--- config.mk ---
export PLATFORM = sky130hd
export DESIGN_NAME = shift_load_ctrl
export DESIGN_NICKNAME = d
export VERILOG_FILES = /design/src/rtl/shift_ctrl_pkg.sv /design/src/rtl/shift_load_ctrl.sv
export SDC_FILE = /design/constraint.sdc
export NUM_CORES = 1
export LEC_CHECK = 0
export CAP_MARGIN = 40
export CORE_MARGIN = 10
export CORE_UTILIZATION = 40
export CTS_CLUSTER_SIZE = 10
export DETAILED_ROUTE_END_ITERATION = 8
export DONT_BUFFER_PORTS = 1
export PLACE_DENSITY = 0.63
export SYNTH_ARGS = -nofsm -noshare
export SYNTH_HDL_FRONTEND = slang
export SYNTH_SLANG_ARGS = --single-unit
--- constraint.sdc ---
create_clock -name CLK -period 2.4 [get_ports CLK]
set_clock_uncertainty 0.15 [all_clocks]
set_input_delay 0.48 -clock CLK [delete_from_list [all_inputs] [get_ports CLK]]
set_output_delay 0.48 -clock CLK [all_outputs]
set_load 0.1 [all_outputs]
--- src/rtl/shift_ctrl_pkg.sv ---
// rtl/shift_ctrl_pkg.sv - shared state type and defaults for the shift/load sequencer
package shift_ctrl_pkg;

  typedef enum logic [1:0] {
    IDLE  = 2'd0,
    SHIFT = 2'd1,
    LATCH = 2'd2
  } shift_state_t;

  localparam int DEFAULT_WIDTH = 8;

endpackage

--- src/rtl/shift_load_ctrl.sv ---
// rtl/shift_load_ctrl.sv - parallel word to serial shift-register sequencer with latch strobe
// Build option: define LSB_FIRST_EN to serialise LSB-first (default MSB-first).
module shift_load_ctrl
  import shift_ctrl_pkg::*;
#(
  parameter int WIDTH        = DEFAULT_WIDTH,
  parameter int LATCH_CYCLES = 1
) (
  input  logic             CLK,
  input  logic             N_RESET,
  input  logic [WIDTH-1:0] DATA_IN,
  input  logic             VALID,
  output logic             READY,
  input  logic             CLEAR,
  output logic             SER_OUT,
  output logic             SHIFT_EN,
  output logic             LATCH_STB
);

  // Counter must cover both the bit phase and the strobe phase.
  localparam int CNT_MAX = (WIDTH > LATCH_CYCLES) ? WIDTH : LATCH_CYCLES;
  localparam int CNT_W   = $clog2(CNT_MAX + 1);
  localparam logic [CNT_W-1:0] SHIFT_LAST = CNT_W'(WIDTH - 1);
  localparam logic [CNT_W-1:0] LATCH_LAST = CNT_W'(LATCH_CYCLES - 1);

  shift_state_t     r_state;
  logic [CNT_W-1:0] r_cnt;
  logic [WIDTH-1:0] r_shadow;
  logic             r_ser;
  logic             r_shift_en;
  logic             r_latch_stb;

  logic             w_first_bit;
  logic [WIDTH-1:0] w_load_rest;
  logic             w_next_bit;
  logic [WIDTH-1:0] w_shadow_next;

  // The first bit goes straight to the output register on accept; the shadow holds the rest.
`ifdef LSB_FIRST_EN
  assign w_first_bit   = DATA_IN[0];
  assign w_load_rest   = DATA_IN >> 1;
  assign w_next_bit    = r_shadow[0];
  assign w_shadow_next = r_shadow >> 1;
`else
  assign w_first_bit   = DATA_IN[WIDTH-1];
  assign w_load_rest   = {DATA_IN[WIDTH-2:0], 1'b0};
  assign w_next_bit    = r_shadow[WIDTH-1];
  assign w_shadow_next = {r_shadow[WIDTH-2:0], 1'b0};
`endif

  always_ff @(posedge CLK or negedge N_RESET) begin
    if (!N_RESET) begin
      r_state     <= IDLE;
      r_cnt       <= '0;
      r_shadow    <= '0;
      r_ser       <= 1'b0;
      r_shift_en  <= 1'b0;
      r_latch_stb <= 1'b0;
    end else if (CLEAR) begin
      r_state     <= IDLE;
      r_cnt       <= '0;
      r_ser       <= 1'b0;
      r_shift_en  <= 1'b0;
      r_latch_stb <= 1'b0;
    end else begin
      case (r_state)
        IDLE: begin
          if (VALID) begin
            r_state    <= SHIFT;
            r_cnt      <= '0;
            r_shadow   <= w_load_rest;
            r_ser      <= w_first_bit;
            r_shift_en <= 1'b1;
          end
        end
        SHIFT: begin
          if (r_cnt == SHIFT_LAST) begin
            r_state     <= LATCH;
            r_cnt       <= '0;
            r_ser       <= 1'b0;
            r_shift_en  <= 1'b0;
            r_latch_stb <= 1'b1;
          end else begin
            r_cnt    <= r_cnt + 1'b1;
            r_ser    <= w_next_bit;
            r_shadow <= w_shadow_next;
          end
        end
        LATCH: begin
          if (r_cnt == LATCH_LAST) begin
            r_state     <= IDLE;
            r_cnt       <= '0;
            r_latch_stb <= 1'b0;
          end else begin
            r_cnt <= r_cnt + 1'b1;
          end
        end
        default: begin
          r_state     <= IDLE;
          r_cnt       <= '0;
          r_ser       <= 1'b0;
          r_shift_en  <= 1'b0;
          r_latch_stb <= 1'b0;
        end
      endcase
    end
  end

  assign READY     = (r_state == IDLE);
  assign SER_OUT   = r_ser;
  assign SHIFT_EN  = r_shift_en;
  assign LATCH_STB = r_latch_stb;

endmodule

==> results.md <==
- Register area share after synthesis: 41.8%
- Worst setup EP type: flop
- Slew @ Worst Pin: 0.727 ns
- Slew headroom: 51.3%
- CTS resizes: 0
- Share of cells above drive strength 1: 9.73%
- Layout net count: 132
- # DRC: 0
- Comb pwr share: 30.9%
- Wire per inst: 16.0 um
- IO Pins: 16
- F_max: 484 MHz
- Full die area: 0.00475 mm^2
- CTS Sinks: 16
- Fin crit share: 86.1%
- Synthesized area: 957 um^2
- Gp weighted congestion: 0.783
- Main combinational cell family by area after synthesis: simple AND/OR/NAND/NOR gates
- Outcome: finished, final reports clean
- Syn_nets: 125
- Setup Viol. Count Final: 0
- CTS Buf Count: 3
- Max Root-Sink Buffers: 2
- CTS Hold Bufs: 1
- Internal power: 492 uW
- Clock Power Share: 23.8%
- Syn_area_per_cell: 8.95 um^2
- Pins over their slew limit: 0
- Core Box Area: 0.00225 mm^2
- Register clock-pin slew on the reported worst setup and hold paths: 0.10 ns
- Switching power: 288 uW
- Number of DRC markers in iteration 0: 102
- Cell variety after synth: 34
- Most common cell after layout, fill and taps aside: dfrtp_1
- Maximum vdd drop: 0.427 mV
- Post-synthesis mux area share: 1.05%
- Worst min path class: in2reg
- Synth Area in XOR/XNOR: 0%
- Grt ovf: 0
- # H-tree levels: 1
- Post-DP HPWL: 1660 um
- Unrepaired setup endpoints after global routing: false
- Via count: 835
- Kind of critical path: reg2reg
- CP arrival: 2.10 ns
- Post-synthesis compound-gate area fraction: 20.7%
- Area delta synth->final: 10.7%
- Total Wirelength: 2260 um
- Clk Latency, worst-skew pair: 0.30 ns
- Most frequent cells in the layout: 16 x dfrtp_1, 13 x a21oi_1, 8 x o21ai_0, 8 x nand2_1, 7 x inv_1
- Rows: 17
- Die height: 68.9 um
- Clock root cell: clkbuf_4
- Cell Area, Placed: 0.00101 mm^2
- Post-route cell area: 0.00106 mm^2
- Effective utilization at floorplan: 42.5%
- GRT Util Overall: 10.4%
- Switching Share: 36.9%
- Synth Warn #: 0
- CTS tree: done
- Routed Antenna Nets: 0
- Setup bufs post-CTS: 0
- Max Cap Violations: 0
- Post-layout minimum cycle time: 2.07 ns
- # port buffers: 0
- Count of final hold-check violations: 0
- Simple-gate area share of the yosys netlist: 23.9%
- Number of global-route vias before repair: 823
- Core Util, Final: 47.0%
- Startpoint Class: flop
- Required time of the critical path: 2.43 ns
- #FFs+latches synth: 16
- Post-Synth Adder-Cell Area: 7.84%
- First-pass GRT wire length: 3700 um
- Antenna cell count: 0
- Initial antenna violation count: 0
- Setup TNS: 0 ns
- Sequential Power Share: 45.3%
- Pleak: 0.000442 uW
- Chip width: 68.9 um
- Mapped Cells: 107
- Largest net degree at the start of global routing: 19
- Vias per cell: 5.92
- Drt first pass iters: 4
- Max Fanout on Critical Path: 7
- Pwr Density: 735 mW/mm^2
-- synth_stat cells --
cell,n,area [um^2]
a211o_1,1,8.76
a211oi_1,1,7.51
a21oi_1,13,65.1
a22oi_1,1,7.51
a311oi_1,1,8.76
a31oi_1,1,6.26
and2_1,2,12.5
and3_1,1,6.26
and3b_1,1,8.76
buf_2,2,10.0
clkbuf_1,1,3.75
clkbuf_2,1,5.00
dfrtp_1,16,400
ha_1,6,75.1
inv_1,7,26.3
mux2i_1,1,10.0
nand2_1,8,30.0
nand2b_1,2,12.5
nand3_1,3,15.0
nand3b_1,1,7.51
nand4_1,2,12.5
nand4b_1,1,8.76
nand4bb_1,1,11.3
nor2_1,4,15.0
nor2b_1,1,6.26
nor3_1,3,15.0
o211ai_1,1,7.51
o21ai_0,8,40.0
o22ai_1,6,37.5
o2bb2ai_1,1,8.76
or2_2,1,6.26
or3_1,1,6.26
or4_1,6,45.0
or4b_1,1,10.0
-- layout make-up --
class / count / area, um^2
Fill cell: 226 / 1190
Multi-Input combinational cell: 80 / 514
Sequential cell: 16 / 400
Timing Repair Buffer: 6 / 47.5
Clock buffer: 4 / 36.3
Tap cell: 28 / 35.0
Inverter: 7 / 26.3
-- through the flow --
| step | worst slack (ns) | cells | power [uW] | hold WS [ns] |
|---|---|---|---|---|
| after CTS | 0.313 | 141 | 783 | 0.0754 |
| after global routing | 0.127 | 141 | 826 | 0.0663 |
| final | 0.335 | 141 | 779 | 0.0834 |
| after global placement | 0.420 | 136 | 585 | 0.0350 |
| after floorplan | 0.194 | 107 | 542 | 0.0344 |
| after detailed placement | 0.331 | 136 | 592 | 0.0350 |
-- critical path, cell delays in order, from the launching register on --
cell      delay [ns]
dfrtp_1         0.39
inv_1           0.12
ha_2            0.21
buf_4           0.32
nor2b_1         0.40
nor3_1          0.10
o211ai_1        0.19
a21oi_1         0.08
-- flip-flops by register name (all words and copies together), names as in the netlist --
register   flops
LATCH_STB      1
SER_OUT        1
r_state        2
r_cnt          4
r_shadow       7
SHIFT_EN       1
-- cells by family (layout without fill, tap and decap cells) --
kind of cell	Yosys count	count (layout)
and+or+nand+nor	39	39
muxes	1	1
buffers and inverters	11	17
adders and majority gates	6	6
DFF	16	16
AOI/OAI and AO/OA	34	34
-- power groups by stage --
stage / clock [uW] / combinational (uW) / sequential (uW)
final: 185 / 241 / 353
after floorplan: 0 / 155 / 387
after global routing: 202 / 266 / 358
after global placement: 0 / 231 / 354
after detailed placement: 0 / 235 / 357
after CTS: 190 / 242 / 351
-- routing by layer --
layer	up-vias	GRT usage (%)	share of wire [%]
met2	15	16.1	48
met5	-	0	0
met4	0	4.68	1.2
met3	4	4.35	6.5
met1	406	12.1	44
li1	410	-	-
-- final timing paths --
kind / from / to / slack (ns) / depth (start not counted)
worst max-delay path: r_state[1]$_DFFE_PN0P_ / r_cnt[3]$_DFFE_PN0P_ / 0.33 / 7
worst min register to register: r_shadow[1]$_DFFE_PN0P_ / r_shadow[1]$_DFFE_PN0P_ / 0.35 / 1
max in group asynchronous: N_RESET / r_state[0]$_DFFE_PN0P_ / 1.12 / 1
worst min-delay path: CLEAR / SHIFT_EN$_DFFE_PN0P_ / 0.08 / 1
worst max register to register: r_state[1]$_DFFE_PN0P_ / r_cnt[3]$_DFFE_PN0P_ / 0.33 / 7
min in group asynchronous: N_RESET / r_shadow[7]$_DFFE_PN0P_ / 0.52 / 1
(Power assumes the default switching activity.)
